<file path="config.mk">
export PLATFORM = sky130hd
export DESIGN_NAME = endpoint_sync_sched
export DESIGN_NICKNAME = d
export VERILOG_FILES = /design/src/rtl/endpoint_sync_sched.sv
export SDC_FILE = /design/constraint.sdc
export NUM_CORES = 1
export LEC_CHECK = 0
export BUFFER_PORTS_ARGS = -buffer_cell sky130_fd_sc_hd__buf_2
export CAP_MARGIN = 10
export CORE_ASPECT_RATIO = 0.9
export CORE_MARGIN = 2
export CORE_UTILIZATION = 55
export CTS_BUF_LIST = sky130_fd_sc_hd__clkbuf_2 sky130_fd_sc_hd__clkbuf_4 sky130_fd_sc_hd__clkbuf_8
export DETAILED_ROUTE_END_ITERATION = 8
export GPL_ROUTABILITY_DRIVEN = 0
export PLACE_DENSITY = 0.84
export SLEW_MARGIN = 20
export SYNTH_ARGS = -nofsm -noshare
export SYNTH_HDL_FRONTEND = slang
export SYNTH_SLANG_ARGS = --single-unit
</file>
<file path="constraint.sdc">
create_clock -name clk -period 2.2 [get_ports clk]
set_input_delay 0.44 -clock clk [delete_from_list [all_inputs] [get_ports clk]]
set_output_delay 0.44 -clock clk [all_outputs]
set_load 0.05 [all_outputs]
</file>
<file path="src/rtl/endpoint_sync_sched.sv">
// Source-side a##1b end-point detector feeding a destination-rate a##1matched##1d checker,
// with a pending-match store bridging the two tick domains and saturating statistics.
module endpoint_sync_sched #(
   parameter int unsigned CNT_W = 8
) (
   input  logic             clk,
   input  logic             rst_n,
   input  logic             src_tick,
   input  logic             dst_tick,
   input  logic             a_src,
   input  logic             b_src,
   input  logic             a_dst,
   input  logic             d_dst,
   input  logic             clr,
   output logic             ended_o,
   output logic             matched_o,
   output logic             seq_pass,
   output logic             seq_fail,
   output logic             busy,
   output logic [1:0]       state_o,
   output logic [CNT_W-1:0] pass_cnt,
   output logic [CNT_W-1:0] fail_cnt,
   output logic [CNT_W-1:0] merge_cnt
);

   typedef enum logic [1:0] {
      IDLE   = 2'd0,
      WAIT_M = 2'd1,
      WAIT_D = 2'd2
   } state_t;

   state_t           state_q, state_d;
   logic             a_prev_q, a_prev_d;
   logic             pend_q, pend_d;
   logic             ended_q, ended_d;
   logic             matched_q, matched_d;
   logic             pass_q, pass_d;
   logic             fail_q, fail_d;
   logic [CNT_W-1:0] pass_cnt_q, pass_cnt_d;
   logic [CNT_W-1:0] fail_cnt_q, fail_cnt_d;
   logic [CNT_W-1:0] merge_cnt_q, merge_cnt_d;

   logic ended_now;
   logic matched_now;

   assign ended_now   = src_tick & a_prev_q & b_src;
   assign matched_now = dst_tick & (pend_q | ended_now);

   always_comb begin
      state_d     = state_q;
      a_prev_d    = a_prev_q;
      pend_d      = pend_q;
      ended_d     = ended_now;
      matched_d   = matched_now;
      pass_d      = 1'b0;
      fail_d      = 1'b0;
      pass_cnt_d  = pass_cnt_q;
      fail_cnt_d  = fail_cnt_q;
      merge_cnt_d = merge_cnt_q;

      if (src_tick) begin
         a_prev_d = a_src;
      end

      // dst_tick consumes any end point, including one arriving this very cycle
      if (dst_tick) begin
         pend_d = 1'b0;
      end else if (ended_now) begin
         pend_d = 1'b1;
         if (pend_q && (merge_cnt_q != '1)) begin
            merge_cnt_d = merge_cnt_q + 1'b1;
         end
      end

      if (dst_tick) begin
         case (state_q)
            IDLE: begin
               if (a_dst) begin
                  state_d = WAIT_M;
               end
            end
            WAIT_M: begin
               if (matched_now) begin
                  state_d = WAIT_D;
               end else begin
                  fail_d  = 1'b1;
                  state_d = IDLE;
               end
            end
            WAIT_D: begin
               pass_d  = d_dst;
               fail_d  = ~d_dst;
               state_d = IDLE;
            end
            default: state_d = IDLE;
         endcase
      end

      if (pass_d && (pass_cnt_q != '1)) begin
         pass_cnt_d = pass_cnt_q + 1'b1;
      end
      if (fail_d && (fail_cnt_q != '1)) begin
         fail_cnt_d = fail_cnt_q + 1'b1;
      end

      if (clr) begin
         state_d     = IDLE;
         a_prev_d    = 1'b0;
         pend_d      = 1'b0;
         ended_d     = 1'b0;
         matched_d   = 1'b0;
         pass_d      = 1'b0;
         fail_d      = 1'b0;
         pass_cnt_d  = '0;
         fail_cnt_d  = '0;
         merge_cnt_d = '0;
      end
   end

   always_ff @(posedge clk or negedge rst_n) begin
      if (!rst_n) begin
         state_q     <= IDLE;
         a_prev_q    <= 1'b0;
         pend_q      <= 1'b0;
         ended_q     <= 1'b0;
         matched_q   <= 1'b0;
         pass_q      <= 1'b0;
         fail_q      <= 1'b0;
         pass_cnt_q  <= '0;
         fail_cnt_q  <= '0;
         merge_cnt_q <= '0;
      end else begin
         state_q     <= state_d;
         a_prev_q    <= a_prev_d;
         pend_q      <= pend_d;
         ended_q     <= ended_d;
         matched_q   <= matched_d;
         pass_q      <= pass_d;
         fail_q      <= fail_d;
         pass_cnt_q  <= pass_cnt_d;
         fail_cnt_q  <= fail_cnt_d;
         merge_cnt_q <= merge_cnt_d;
      end
   end

   assign ended_o   = ended_q;
   assign matched_o = matched_q;
   assign seq_pass  = pass_q;
   assign seq_fail  = fail_q;
   assign busy      = (state_q != IDLE);
   assign state_o   = state_q;
   assign pass_cnt  = pass_cnt_q;
   assign fail_cnt  = fail_cnt_q;
   assign merge_cnt = merge_cnt_q;

endmodule

</file>
==> impl_metrics.csv <==
group,metric,value,unit
floorplan,ios,40,
logic_synthesis,synthSimpleGateAreaFrac,22.5,%
run,maxCapViolCount,0,
global_routing,grt_overflow,0,
logic_synthesis,yosysUniqueCellTypes,38,
layout,area_growth,19.0,%
drt,dr_total_vias,1500,
placed_design,dp_hpwl,2.68,mm
sta,maxSlewHeadroom,53.2,%
clock_tree,cts_setup_buffers,0,
critical_path,cp_top_family,"simple AND/OR/NAND/NOR gates",
critical_path,cp_slowest_cell,"or4_1",
pwr,p_total,1120,uW
clock_tree,clock-sinks,32,
layout,layout-drive-gt1-share,24.2,%
sta,tns,0,ns
pwr,leakage,0.000934,uW
sta,finalHoldViolations,0,
logic_synthesis,synth_edf_count,0,
global_routing,grt_pass1_vias,1382,
logic_synthesis,yosysTopAreaCellShare,47.6,%
placed_design,portBuffers,39,
status,outcome,"finished clean",
floorplan,die_w,62.3,um
sta,fin_crit,1.96,ns
logic_synthesis,syn_area_per_cell,9.67,um^2
clock_tree,path_clk_slew,0.10,ns
global_routing,grtUsageTotal,22.8,%
drt,drt_first_pass_iters,4,
sta,rsz0062_at_grt,"false",
clock_tree,clockBufferDepth,2,
sta,drv_slew,0,
drt,wl,3.77,mm
critical_path,rrSetupSlack,0.24,ns
global_routing,grt_first_pass_wirelength,6.27,mm
logic_synthesis,synth_compound_area_share,17.3,%
logic_synthesis,synth_nets,189,
critical_path,max_stage_delay,0.49,ns
critical_path,path_max_fanout,16,
drt,final_antenna_net_count,0,
logic_synthesis,synth_commonest_cells,"32 x dfrtp_1, 17 x a21oi_1, 13 x nor2_1",
critical_path,crit_path_end_kind,"register",
logic_synthesis,synthesis.area,1680,um^2
clock_tree,ctsHoldBuffers,0,
layout,fill_cells,271,
sta,setup_viol,0,
clock_tree,cts_tree,"done",
critical_path,startpoint_type,"register",
logic_synthesis,synth_fa_ha_area_share,4.46,%
min_path,hold_class,"in2async",
logic_synthesis,synth_xor_area_share,2.08,%
logic_synthesis,yosys_warnings,0,
floorplan,dieHeight,56.5,um
layout,finalNetCount,229,
logic_synthesis,yosysSeqAreaShare,47.6,%
logic_synthesis,synth-seq-cells,32,
drt,via_per_inst,5.84,
floorplan,coreArea,3000,um^2
critical_path,r2r_cells,7,
sta,max_slew.worst_pin.slew,0.702,ns
critical_path,cp.required,2.45,ns
drt,wl_per_cell,14.7,um
critical_path,critPathBufInv,2,
sta,fin_ws,0.242,ns
global_routing,grt_antenna_before_repair,0,
critical_path,cp_cell_sequence,"inv_1 > ha_1 > and4b_1 > a21oi_1 > buf_12 > or4_1 > a21oi_1",
clock_tree,post_cts_resized,0,
layout,num_antenna_cells,0,
floorplan,die_area,3520,um^2
logic_synthesis,synth_top_area_cell,"dfrtp_1",
placed_design,preCtsSetupSlack,0.180,ns
clock_tree,root_buffer,"clkbuf_4",
critical_path,crit_arrival,2.21,ns
logic_synthesis,syn_inst,174,
logic_synthesis,async_reset_ff_share,100,%
drt,drcViolationCount,0,
clock_tree,cts_max_level,2,
clock_tree,numCtsBuffers,5,
pwr,power.density,561,nW/um^2
logic_synthesis,synth.area.top_cells,"dfrtp_1 48%, a21oi_1 5.1%, ha_1 4.5%",
logic_synthesis,yosysMostFrequentCell,"dfrtp_1",
pwr,vdd_drop_max,0.000529,V
global_routing,grt_max_degree,33,
sta,fin_skew,0.0139,ns
layout,final_util,66.8,%
critical_path,cp.depth,7,
logic_synthesis,synth_top_family_by_area,"simple AND/OR/NAND/NOR gates",
drt,drtIter0Drc,99,
clock_tree,clock_latency,0.33,ns
floorplan,start_util,56.2,%
floorplan,rows,19,
critical_path,critPathMostFrequentCell,"a21oi_1",
logic_synthesis,muxShareOfSynthArea,2.38,%
sta,max_freq,511,MHz
logic_synthesis,dominantRegCellSynth,"dfrtp_1",
critical_path,worstSetupPathType,"reg2reg",
sta,finalCritPeriodShare,89.0,%
## cell type report
cell class              count  area [um^2]  area share, %
inverters                   7         26.3           1.31
clock inverters             2         35.0           1.75
repair buffers             41          223           11.1
well taps                  42         52.6           2.63
clock buffers               6         45.0           2.25
flip-flops and latches     32          801           40.0
multi-input cells         127          820           40.9
## kinds of logic (layout without fill, tap and decap cells)
group,after synthesis,after routing
buffers and inverters,15,56
adders and majority gates,6,6
DFF,32,32
xor gates and xnor gates,4,4
and+or+nand+nor,67,67
muxes,4,4
AOI/OAI and AO/OA,46,46
## state kept, by name (all words and copies together), names as in the netlist, 2 cells and up
name / flops
fail_cnt: 8
merge_cnt: 8
pass_cnt: 8
state_o: 2
## final timing paths
path                             from           end
max in group asynchronous       rst_n   pass_cnt[0]
min reg2reg                state_o[1]    state_o[1]
max                        state_o[0]   fail_cnt[5]
min                             rst_n  merge_cnt[5]
max reg2reg                state_o[0]   fail_cnt[5]
min in group clk                b_src       ended_o
## through the flow
stage / hold slack [ns] / cell area [um^2] / std cells
6_report: 0.144 / 2000 / 257
3_3_place_gp: 0.518 / 1920 / 249
2_1_floorplan: 0.144 / 1680 / 174
3_5_place_dp: 0.533 / 1920 / 249
4_1_cts: 0.159 / 2000 / 257
5_1_grt: 0.163 / 2000 / 257
## metal layers
layer  up-vias  part of all wire [%]  GRT usage (%)
met4         0                  0.93           6.35
met5         -                     0              0
li1        737                     -              -
met1       719                    44           28.6
met2        40                    50           38.4
met3         4                   4.2           7.21
## power by group
part | internal, uW | leakage, uW | switching (uW) | total [uW]
logic | 19.6 | 0.000443 | 57.5 | 77.0
registers | 593 | 0.000445 | 5.46 | 598
clock network | 251 | 0.0000456 | 198 | 448
## cells in the final DEF (no fill, tap or decap), types with 2 or more instances in the layout
cell / count
inv_1: 7
clkbuf_4: 6
nor3_1: 3
and3_1: 2
a21oi_1: 17
and4b_1: 2
nand2_1: 10
or3_1: 5
nand4_1: 3
a211oi_1: 3
o21a_1: 2
nor3b_1: 2
mux2i_1: 4
dfrtp_1: 32
o21ai_0: 8
o41ai_1: 4
and4_1: 2
o31ai_1: 5
nor2_1: 13
buf_2: 39
a31oi_1: 2
ha_1: 6
nand3_1: 10
or4_1: 9
xnor2_1: 3
No activity file was read; power rests on OpenSTA's default activity.
